File: config.mk
export PLATFORM = sky130hd
export DESIGN_NAME = alu_pipe
export DESIGN_NICKNAME = d
export VERILOG_FILES = /design/src/rtl/alu_pipe_pkg.sv /design/src/rtl/alu_pipe_core.sv /design/src/rtl/alu_pipe.sv
export SDC_FILE = /design/constraint.sdc
export NUM_CORES = 1
export LEC_CHECK = 0
export BUFFER_PORTS_ARGS = -buffer_cell sky130_fd_sc_hd__buf_2
export CAP_MARGIN = 40
export CORE_MARGIN = 2
export CORE_UTILIZATION = 50
export DETAILED_ROUTE_END_ITERATION = 6
export PLACE_DENSITY = 0.8
export SLEW_MARGIN = 10
export SYNTH_ARGS = -nofsm -noshare
export SYNTH_HDL_FRONTEND = slang
export SYNTH_SLANG_ARGS = --single-unit
File: constraint.sdc
create_clock -name clk -period 3.32 [get_ports clk]
set_input_delay 0.664 -clock clk [delete_from_list [all_inputs] [get_ports clk]]
set_output_delay 0.664 -clock clk [all_outputs]
set_load 0.02 [all_outputs]
File: src/rtl/alu_pipe_pkg.sv
// Shared definitions for the two-stage ALU pipeline.
// Opcode encodings are shared by the datapath and the pipeline top.
package alu_pipe_pkg;

  typedef enum logic [2:0] {
    OP_ADD = 3'b000,
    OP_SUB = 3'b001,
    OP_AND = 3'b010,
    OP_OR  = 3'b011,
    OP_XOR = 3'b100,
    OP_SHL = 3'b101,
    OP_ACC = 3'b110,
    OP_CLR = 3'b111
  } op_t;

endpackage

File: src/rtl/alu_pipe_core.sv
// Combinational ALU datapath: result, carry/borrow and the next accumulator.
// Carry falls out of a WIDTH+1 bit add, subtract or shift.
module alu_pipe_core
  import alu_pipe_pkg::*;
#(
  parameter int WIDTH = 8
) (
  input  logic [WIDTH-1:0] a,
  input  logic [WIDTH-1:0] b,
  input  logic [WIDTH-1:0] acc,
  input  op_t              op,
  output logic [WIDTH-1:0] result,
  output logic             carry,
  output logic [WIDTH-1:0] acc_next
);

  logic [WIDTH:0] sum;
  logic [WIDTH:0] diff;
  logic [WIDTH:0] acc_sum;

  assign sum     = {1'b0, a} + {1'b0, b};
  assign diff    = {1'b0, a} - {1'b0, b};
  assign acc_sum = {1'b0, acc} + {1'b0, a};

  always_comb begin
    result   = '0;
    carry    = 1'b0;
    acc_next = acc;
    unique case (op)
      OP_ADD: {carry, result} = sum;
      OP_SUB: {carry, result} = diff;
      OP_AND: result = a & b;
      OP_OR:  result = a | b;
      OP_XOR: result = a ^ b;
      OP_SHL: {carry, result} = {a, 1'b0};
      OP_ACC: begin
        {carry, result} = acc_sum;
        acc_next        = acc_sum[WIDTH-1:0];
      end
      OP_CLR: acc_next = '0;
    endcase
  end

endmodule

File: src/rtl/alu_pipe.sv
// Two-stage ALU pipeline with valid/ready handshakes on both sides.
// acc commits only when an op moves S1 -> S2, so ACC ops chain freely.
module alu_pipe
  import alu_pipe_pkg::*;
#(
  parameter int WIDTH = 8
) (
  input  logic             clk,
  input  logic             rst,
  input  logic             in_valid,
  output logic             in_ready,
  input  logic [WIDTH-1:0] a,
  input  logic [WIDTH-1:0] b,
  input  logic [2:0]       op,
  output logic             out_valid,
  input  logic             out_ready,
  output logic [WIDTH-1:0] result,
  output logic             carry,
  output logic             zero
);

  logic             s1_valid;
  logic [WIDTH-1:0] s1_a;
  logic [WIDTH-1:0] s1_b;
  op_t              s1_op;
  logic             s2_valid;
  logic [WIDTH-1:0] acc;
  logic             adv;

  logic [WIDTH-1:0] core_result;
  logic             core_carry;
  logic [WIDTH-1:0] core_acc;

  assign adv       = !s2_valid || out_ready;
  assign in_ready  = !s1_valid || adv;
  assign out_valid = s2_valid;

  alu_pipe_core #(.WIDTH(WIDTH)) u_core (
    .a        (s1_a),
    .b        (s1_b),
    .acc      (acc),
    .op       (s1_op),
    .result   (core_result),
    .carry    (core_carry),
    .acc_next (core_acc)
  );

  always_ff @(posedge clk) begin
    if (rst) begin
      s1_valid <= 1'b0;
      s1_a     <= '0;
      s1_b     <= '0;
      s1_op    <= OP_ADD;
      s2_valid <= 1'b0;
      result   <= '0;
      carry    <= 1'b0;
      zero     <= 1'b0;
      acc      <= '0;
    end else begin
      if (in_ready) begin
        s1_valid <= in_valid;
        if (in_valid) begin
          s1_a  <= a;
          s1_b  <= b;
          s1_op <= op_t'(op);
        end
      end
      if (adv) begin
        s2_valid <= s1_valid;
        if (s1_valid) begin
          result <= core_result;
          carry  <= core_carry;
          zero   <= (core_result == '0);
          acc    <= core_acc;
        end
      end
    end
  end

endmodule

==> results of run 1 <==
==> sequential cells by signal (all words and copies together), names as in the netlist <==
register	count
acc	8
result	8
s1_a	8
s1_b	8
s1_op	3
carry	1
out_valid	1
s1_valid	1
zero	1
==> worst max-delay path: stages (launching register included) <==
cell and delay, ns:
dfxtp_1 0.53, inv_1 0.18, fa_1 0.49, nand2b_1 0.18, a21oi_1 0.35, nor2_1 0.06
o21ai_0 0.14, nand4_1 0.22, nor4_1 0.37, a41o_1 0.21
==> power groups by stage <==
stage	Sequential (uW)	Clock, uW	Combinational, uW
finish	522	325	330
CTS	521	329	326
detailed placement	532	0	324
global placement	530	0	318
floorplan	526	0	246
global route	525	350	366
==> routing by layer <==
metal | part of all wire | vias up | GRT usage
li1 | - | 1517 | -
met1 | 0.42 | 1424 | 0.327
met2 | 0.48 | 142 | 0.420
met3 | 0.073 | 22 | 0.0376
met4 | 0.028 | 0 | 0.0982
met5 | 0 | - | 0
==> path summary, 6_finish.rpt <==
kind | startpoint | to | slack (ns) | depth (start not counted)
setup reg to reg | s1_a[1] | zero | 0.54 | 9
hold / removal | result[3] | result[3] | 0.48 | 2
hold reg to reg | result[3] | result[3] | 0.48 | 2
setup / recovery | s1_a[1] | zero | 0.54 | 9
==> placed cells by master, fill, tap and decap left out, types with 6 or more instances in the layout <==
cell type	instances
nand2_1	49
a21oi_1	46
nor2_1	42
dfxtp_1	39
buf_2	34
ha_1	32
inv_1	30
nor3_1	13
o21ai_0	11
nand2b_1	10
o21ai_1	10
nor2b_1	9
mux2i_1	6
a211oi_1	6
==> final cells by class <==
cell class	count	area, sq um	area share
inverter	33	124	0.0358
clock inverter	2	12.5	0.00361
timing repair buffer	37	193	0.0557
sequential	39	781	0.226
multi-input combinational	326	2180	0.631
tap	77	96.3	0.0278
clock buffer	6	72.6	0.0210
==> per-stage QoR <==
stage | setup slack [ns] | hold slack [ns] | util | total power [uW]
after floorplan | 1.12 | 0.453 | - | 772
after global placement | 0.604 | 0.445 | 0.541 | 848
after detailed placement | 0.574 | 0.467 | 0.541 | 857
after CTS | 0.551 | 0.479 | 0.555 | 1180
after global routing | 0.367 | 0.505 | 0.555 | 1240
final | 0.541 | 0.482 | 0.555 | 1180
==> cell families (layout without fill, tap and decap cells) <==
group / after synthesis / after routing
and+or+nand+nor: 155 / 155
AOI/OAI and AO/OA: 119 / 119
buffers and inverters: 55 / 78
DFF: 39 / 39
adders and majority gates: 35 / 35
xor gates and xnor gates: 9 / 9
muxes: 8 / 8
==> qor.csv, run 1 <==
stage;metric;value;unit
grt;vias in the first global route;2893;
clock_tree;cts hold-fix bufs;0;
synthesis;fraction of registers with async set/reset;0;
power;worst vdd ir;313;uV
setup_path;critical path capture point type;flop;
timing;Hold Vio Cnt, Final;0;
synthesis;largest cells by area after synthesis;dfxtp_1 24%, ha_1 13%, a21oi_1 7.2%;
synthesis;Post-synth EDFFs;0;
power;P_sw;407;uW
clock_tree;clock sink count;39;
clock_tree;CTS buffer count;5;
floorplanning;Die Y;83.9;um
placed_design;port buffer count;34;
timing;unrepaired setup endpoints after global routing;no;
timing;final worst path period share;0.837;
setup_path;CP Launch Type;flop;
synthesis;Synth Area in Compound Gates;0.241;
clock_tree;Skew-Pair Late Insertion Delay;0.30;ns
grt;All-Layer GR Usage;0.252;
synthesis;simple-gate area share of the yosys netlist;0.243;
clock_tree;CTS tree;yes;
final_layout;diode count;0;
clock_tree;Max Root-Sink Buffers;2;
clock_tree;Worst-path clk slew;0.08;ns
floorplanning;Core Region;6240;sq um
timing;final count of negative-setup-slack endpoints;0;
synthesis;Yosys Warn Count;0;
placed_design;routability congestion estimate;0.930;
timing;Max transition margin;0.374;
synthesis;sequential-to-total area share from yosys stat;0.245;
grt;GRT Residual Overflow;0;
placed_design;post-DP HPWL;6.48;mm
synthesis;Avg Inst Size Synth;7.59;sq um
synthesis;post-synth cell types;70;
drt;vias per cell;5.97;
floorplanning;full die area;7030;sq um
timing;Clock Skews;0.00818;ns
hold_path;worst hold path class;reg -> reg;
setup_path;worst-path fanout max;7;
grt;largest net degree at the start of global routing;39;
synthesis;Post-Syn Instances;420;
final_layout;fin cells;520;
synthesis;register bit total from synthesis;39;
timing;Max Fclk;0.360;GHz
final_layout;Layout area overhead;8.59;%
power;Pleak;0.00138;uW
grt;first-pass GRT wire length;14.3;mm
synthesis;mapped cell area;3190;sq um
clock_tree;CTS H-tree depth;2;
placed_design;placed instance area;3380;sq um
synthesis;adder-cell share of the synthesized area;0.144;
power;Comb power frac;0.280;
final_layout;Design Area, Final;3460;sq um
synthesis;post-synth top area share;0.245;
drt;Residual DRC;0;
power;internal power;770;uW
drt;Avg WL per Cell;16.5;um
power;Clock Power Share;0.276;
power;Switching Fraction;0.346;
clock_tree;post-cts resize count;0;
placed_design;placed insts;512;
clock_tree;Setup Fix Bufs, Post-CTS;0;
synthesis;Synth Area in XOR/XNOR;0.0271;
final_layout;Fillers;607;
drt;Routed Antenna Nets;0;
timing;Worst Tran Pin Value;0.938;ns
clock_tree;CTS root buf;clkbuf_8;
power;Pwr Density;340;nW/um^2
flow_run;# Max-Cap Violations;0;
drt;Routed WL;8.59;mm
timing;fin. max-slew vios;0;
power;Flop pwr share;0.443;
synthesis;syn_nets;478;
final_layout;fin nets;500;
drt;1st-iter DRT viols;279;
final_layout;ratio of cells with drive above 1 in the final layout;0.153;
synthesis;most common cell in the netlist;nand2_1;
synthesis;largest family of logic cells by synthesized area;simple AND/OR/NAND/NOR gates;
floorplanning;Initial Utilization;0.511;
floorplanning;die width;83.9;um
setup_path;Setup CP Type;reg -> reg;
drt;routed vias;3105;
run_status;status;complete, no violations;
floorplanning;Rows;29;
timing;min Tclk post-route;2.78;ns
drt;DRT Pass-1 Iters;5;
synthesis;synth cell count leaders;49 x nand2_1, 46 x a21oi_1, 42 x nor2_1;
setup_path;Critical Path AT;3.03;ns
setup_path;Worst EP required;3.57;ns
synthesis;post-synthesis mux area share;0.0294;
floorplanning;# IOs;35;
synthesis;Synth Flop Type;dfxtp_1;
timing;setup TNS;0;ns
synthesis;leading area contributor after synthesis;dfxtp_1;
grt;initial antenna violation count;0;
(Power assumes the default switching activity.)
==> run 2: changes to the inputs <==
==> constraint.sdc (replaced) <==
create_clock -name clk -period 2.6 [get_ports clk]
set_input_delay 0.52 -clock clk [delete_from_list [all_inputs] [get_ports clk]]
set_output_delay 0.52 -clock clk [all_outputs]
set_load 0.02 [all_outputs]
==> qor.csv, run 2 (same netlist as run 1, synthesis figures left out) <==
stage;metric;value;unit;change
grt;vias in the first global route;3160;;+9.2%
hold_path;worst hold path class;in -> reg;;
floorplanning;# IOs;35;;unchanged
clock_tree;clock sink count;39;;unchanged
floorplanning;Die Y;83.9;um;unchanged
placed_design;routability congestion estimate;0.992;;+6.6%
grt;GRT Residual Overflow;0;;unchanged
timing;final worst path period share;0.933;;+0.0959
timing;Clock Skews;0.0127;ns;+0.00448 ns
floorplanning;Rows;29;;unchanged
clock_tree;CTS buffer count;5;;unchanged
drt;vias per cell;5.84;;-2.3%
placed_design;post-DP HPWL;6.80;mm;+5.0%
grt;initial antenna violation count;0;;unchanged
floorplanning;die width;83.9;um;unchanged
drt;Residual DRC;0;;unchanged
timing;final count of negative-setup-slack endpoints;0;;unchanged
clock_tree;post-cts resize count;0;;unchanged
floorplanning;Core Region;6240;sq um;unchanged
flow_run;# Max-Cap Violations;0;;unchanged
floorplanning;Initial Utilization;0.511;;unchanged
grt;first-pass GRT wire length;15.1;mm;+5.5%
timing;final setup margin;0.175;ns;-0.367 ns
timing;unrepaired setup endpoints after global routing;yes;;
timing;Worst Tran Pin Value;0.633;ns;-0.305 ns
drt;1st-iter DRT viols;334;;+20%
power;worst vdd ir;301;uV;-3.8%
final_layout;Layout area overhead;13.0;%;
setup_path;CP Launch Type;flop;;
placed_design;pre-CTS setup slack;0.170;ns;-0.404 ns
drt;Routed WL;8.83;mm;+2.8%
clock_tree;Setup Fix Bufs, Post-CTS;0;;unchanged
timing;Max Fclk;0.412;GHz;+15%
setup_path;critical path capture point type;flop;;
final_layout;leading cell type in the layout, fill and taps excluded;nand2_1;;
clock_tree;CTS H-tree depth;2;;unchanged
clock_tree;Max Root-Sink Buffers;2;;unchanged
clock_tree;Worst-path clk slew;0.09;ns;about the same
setup_path;Setup CP Type;reg -> reg;;
timing;fin. max-slew vios;0;;unchanged
grt;largest net degree at the start of global routing;38;;-2.6%
floorplanning;full die area;7030;sq um;unchanged
final_layout;fin nets;516;;+3.2%
timing;Hold Vio Cnt, Final;0;;unchanged
setup_path;Critical Path AT;2.67;ns;-0.36 ns
timing;min Tclk post-route;2.43;ns;-0.353 ns
final_layout;ratio of cells with drive above 1 in the final layout;0.192;;+0.0382
clock_tree;CTS root buf;clkbuf_8;;
power;Pwr Density;426;nW/um^2;+25%
run_status;status;complete, no violations;;
timing;Fin Hold WS;0.456;ns;-0.0263 ns
placed_design;port buffer count;34;;unchanged
clock_tree;Skew-Pair Late Insertion Delay;0.30;ns;about the same
grt;All-Layer GR Usage;0.264;;+0.0117
drt;DRT Pass-1 Iters;5;;unchanged
setup_path;worst-path fanout max;5;;-2
drt;Avg WL per Cell;16.5;um;-0.23%
clock_tree;cts hold-fix bufs;0;;unchanged
setup_path;Worst EP required;2.84;ns;-0.73 ns
power;Pleak;0.00147;uW;+6.1%
final_layout;most frequent cells in the layout;49 x nand2_1, 44 x a21oi_1, 42 x nor2_1, 39 x dfxtp_1, 34 x buf_2;;
drt;Routed Antenna Nets;0;;unchanged
timing;Max transition margin;0.577;;+0.203
final_layout;diode count;0;;unchanged
clock_tree;CTS tree;yes;;
drt;routed vias;3128;;+0.74%
run 2: changes by cell type in the layout (fill, tap and decap cells not counted):
cell and change:
a21oi_1 -2, o21ai_1 +1, o21ai_0 -1, a21oi_2 +2, nor4_2 +1, nor4_1 -1
a211oi_2 +1, buf_4 +16, a211oi_1 -1
run 2: per-layer routing:
layer  vias to the layer above  GRT usage  part of all wire
met1                      1451      0.347              0.45
met3                        14     0.0356             0.051
met5                         -          0                 0
met2                       114      0.441              0.48
met4                         0     0.0968             0.020
li1                       1549          -                 -
run 2: cell type report:
cell class                      instances  area [sq um]
Fill cell                             595          2640
Multi-Input combinational cell        326          2200
Sequential cell                        39           781
Timing Repair Buffer                   53           313
Inverter                               33           124
Clock inverter                          2          12.5
Tap cell                               77          96.3
Clock buffer                            6          72.6
run 2: report_power, final:
part | internal, uW | switching [uW]
logic | 191 | 271
clock network | 188 | 229
registers | 625 | 30.5
total | 1000 | 531
run 2: critical path, cell delays in order, from the launching register on:
cell and delay (ns):
dfxtp_1 0.41, ha_1 0.24, inv_1 0.07, fa_1 0.40, nand2b_1 0.19, a21oi_2 0.22
nor2_1 0.06, o21ai_0 0.12, nand4_1 0.18, nor4_2 0.27, a41o_1 0.20
run 2: final timing paths:
kind,cells past startpoint,slack (ns),end,from
setup reg to reg,10,0.17,zero,s1_a[0]
hold reg to reg,2,0.47,result[3],result[3]
setup / recovery,10,0.17,zero,s1_a[0]
hold / removal,3,0.46,s1_a[2],a[2]
run 2: per-stage QoR:
step                cells  power [uW]  instance area [sq um]  TNS [ns]   util
floorplan             420         986                   3190         0      -
global placement      528        1100                   3500         0  0.560
detailed placement    528        1110                   3500         0  0.560
CTS                   536        1520                   3580         0  0.574
global route          536        1610                   3600   -0.0218  0.577
finish                536        1530                   3600         0  0.577
==> run 3: changes to the inputs <==
--- a/config.mk
+++ b/config.mk
@@ -7,6 +7,7 @@
 export LEC_CHECK = 0
 export BUFFER_PORTS_ARGS = -buffer_cell sky130_fd_sc_hd__buf_2
 export CAP_MARGIN = 40
+export CORE_ASPECT_RATIO = 2
 export CORE_MARGIN = 2
 export CORE_UTILIZATION = 50
 export DETAILED_ROUTE_END_ITERATION = 6
==> qor.csv, run 3 (same netlist as run 1, synthesis figures left out) <==
stage;metric;value;unit;change
timing;final worst path period share;0.934;;+0.00144
clock_tree;CTS buffer count;5;;unchanged
clock_tree;cts hold-fix bufs;0;;unchanged
final_layout;Layout area overhead;14.1;%;
timing;Worst Tran Pin Value;0.693;ns;+0.0604 ns
timing;min Tclk post-route;2.43;ns;+0.00375 ns
timing;Max Fclk;0.412;GHz;-0.15%
drt;vias per cell;5.75;;-1.5%
run_status;status;complete, no violations;;
setup_path;WP buf/inv;1;;unchanged
setup_path;slowest stage delay, CP;0.49;ns;+0.08 ns
timing;Clock Skews;0.00420;ns;-0.00846 ns
floorplanning;Rows;41;;+41%
final_layout;leading cell type in the layout, fill and taps excluded;nand2_1;;
drt;1st-iter DRT viols;128;;-62%
drt;DRT Pass-1 Iters;4;;-1
clock_tree;CTS tree;yes;;
setup_path;Setup CP Type;reg -> reg;;
timing;unrepaired setup endpoints after global routing;no;;
clock_tree;CTS H-tree depth;2;;unchanged
final_layout;diode count;0;;unchanged
clock_tree;Worst-path clk slew;0.06;ns;-0.03 ns
final_layout;most frequent cells in the layout;49 x nand2_1, 44 x a21oi_1, 42 x nor2_1, 38 x dfxtp_1, 34 x buf_2;;
drt;Residual DRC;0;;unchanged
drt;routed vias;3087;;-1.3%
placed_design;pre-CTS setup slack;0.101;ns;-0.0689 ns
clock_tree;Max Root-Sink Buffers;2;;unchanged
power;Comb power frac;0.240;;-0.061
drt;Avg WL per Cell;15.3;um;-7.4%
grt;All-Layer GR Usage;0.250;;-0.0133
timing;setup TNS;0;ns;unchanged
setup_path;Critical Path AT;2.66;ns;about the same
drt;Routed WL;8.19;mm;-7.2%
grt;vias in the first global route;2939;;-7.0%
final_layout;ratio of cells with drive above 1 in the final layout;0.180;;-0.0121
floorplanning;Core Region;6260;sq um;+0.28%
grt;initial antenna violation count;0;;unchanged
setup_path;CP Launch Type;flop;;
floorplanning;Initial Utilization;0.509;;-0.00143
floorplanning;# IOs;35;;unchanged
setup_path;Crit path max-delay family;simple AND/OR/NAND/NOR gates;;
placed_design;routability congestion estimate;0.932;;-6.0%
setup_path;critical path capture point type;flop;;
power;Pleak;0.00147;uW;-0.27%
floorplanning;Die Y;117;um;+39%
hold_path;worst hold path class;reg -> reg;;
timing;Max transition margin;0.538;;-0.0392
setup_path;Critical Path Slowest Stage Cell;fa_1;;
final_layout;fin nets;508;;-1.6%
power;P_sw;534;uW;+0.55%
power;Clock Power Share;0.392;;+0.120
floorplanning;die width;60.5;um;-28%
timing;final setup margin;0.171;ns;-0.00375 ns
floorplanning;full die area;7070;sq um;+0.55%
placed_design;port buffer count;34;;unchanged
placed_design;post-DP HPWL;6.47;mm;-4.8%
timing;final count of negative-setup-slack endpoints;0;;unchanged
setup_path;crit-path cells;inv_1 > fa_1 > nand2b_1 > a21oi_2 > nor2_1 > o21ai_1 > nand4_1 > nor4_1 > a41o_1;;
clock_tree;CTS root buf;clkbuf_16;;
clock_tree;clock sink count;39;;unchanged
power;Flop pwr share;0.368;;-0.059
setup_path;worst-path fanout max;6;;+1
flow_run;# Max-Cap Violations;0;;unchanged
timing;Hold Vio Cnt, Final;0;;unchanged
clock_tree;Skew-Pair Late Insertion Delay;0.29;ns;about the same
drt;Routed Antenna Nets;0;;unchanged
setup_path;Worst EP required;2.83;ns;about the same
grt;GRT Residual Overflow;0;;unchanged
power;internal power;1260;uW;+26%
power;Pwr Density;494;nW/um^2;+16%
grt;first-pass GRT wire length;13.3;mm;-11%
grt;largest net degree at the start of global routing;38;;unchanged
timing;fin. max-slew vios;0;;unchanged
power;Switching Fraction;0.297;;-0.0487
power;worst vdd ir;407;uV;+35%
run 3: worst register-to-register path: cells and delay by family, from the launching register on:
family                     cells  cell delay (ns)
AOI/OAI and AO/OA              3             0.58
buffers and inverters          1             0.15
adders and majority gates      1             0.49
DFF                            1             0.42
and+or+nand+nor                4             0.74
run 3: layout make-up:
type / count / area [sq um]
clock buffer: 5 / 125
clock inverter: 3 / 43.8
fill: 608 / 2620
inverter: 33 / 124
multi-input combinational: 326 / 2200
sequential: 39 / 782
tap: 86 / 108
timing repair buffer: 45 / 253
run 3: power groups by stage:
stage	logic, uW	clock network [uW]	registers (uW)
5_1_grt	481	733	665
2_1_floorplan	314	0	672
4_1_cts	431	713	660
3_5_place_dp	428	0	673
3_3_place_gp	420	0	671
6_report	432	704	661
run 3: metrics by stage:
stage | cells | hold WS [ns] | utilization | power [uW] | area [sq um]
floorplan | 420 | 0.453 | - | 986 | 3190
global placement | 529 | 0.446 | 0.551 | 1090 | 3450
detailed placement | 529 | 0.448 | 0.551 | 1100 | 3450
CTS | 537 | 0.456 | 0.578 | 1800 | 3620
global route | 537 | 0.478 | 0.581 | 1880 | 3640
finish | 537 | 0.453 | 0.581 | 1800 | 3640
run 3: path summary, 6_finish.rpt:
path             start        end  slack [ns]  cells after the start
max            s1_a[1]       zero        0.17                      9
min reg2reg  result[3]  result[3]        0.45                      2
min          result[3]  result[3]        0.45                      2
max reg2reg    s1_a[1]       zero        0.17                      9
run 3: metal layers:
metal / part of all wire / routed length [um] / GRT usage
met1: 0.37 / 3060 / 0.256
met2: 0.54 / 4390 / 0.451
met3: 0.028 / 230 / 0.0330
met4: 0.062 / 510 / 0.170
met5: 0 / 0 / 0
run 3: repair_timing:
item,4_1_cts,5_1_grt
endpoints found under the hold margin,0,0
setup endpoints to repair,0,3
resized for setup,0,5
buffers inserted,0,0
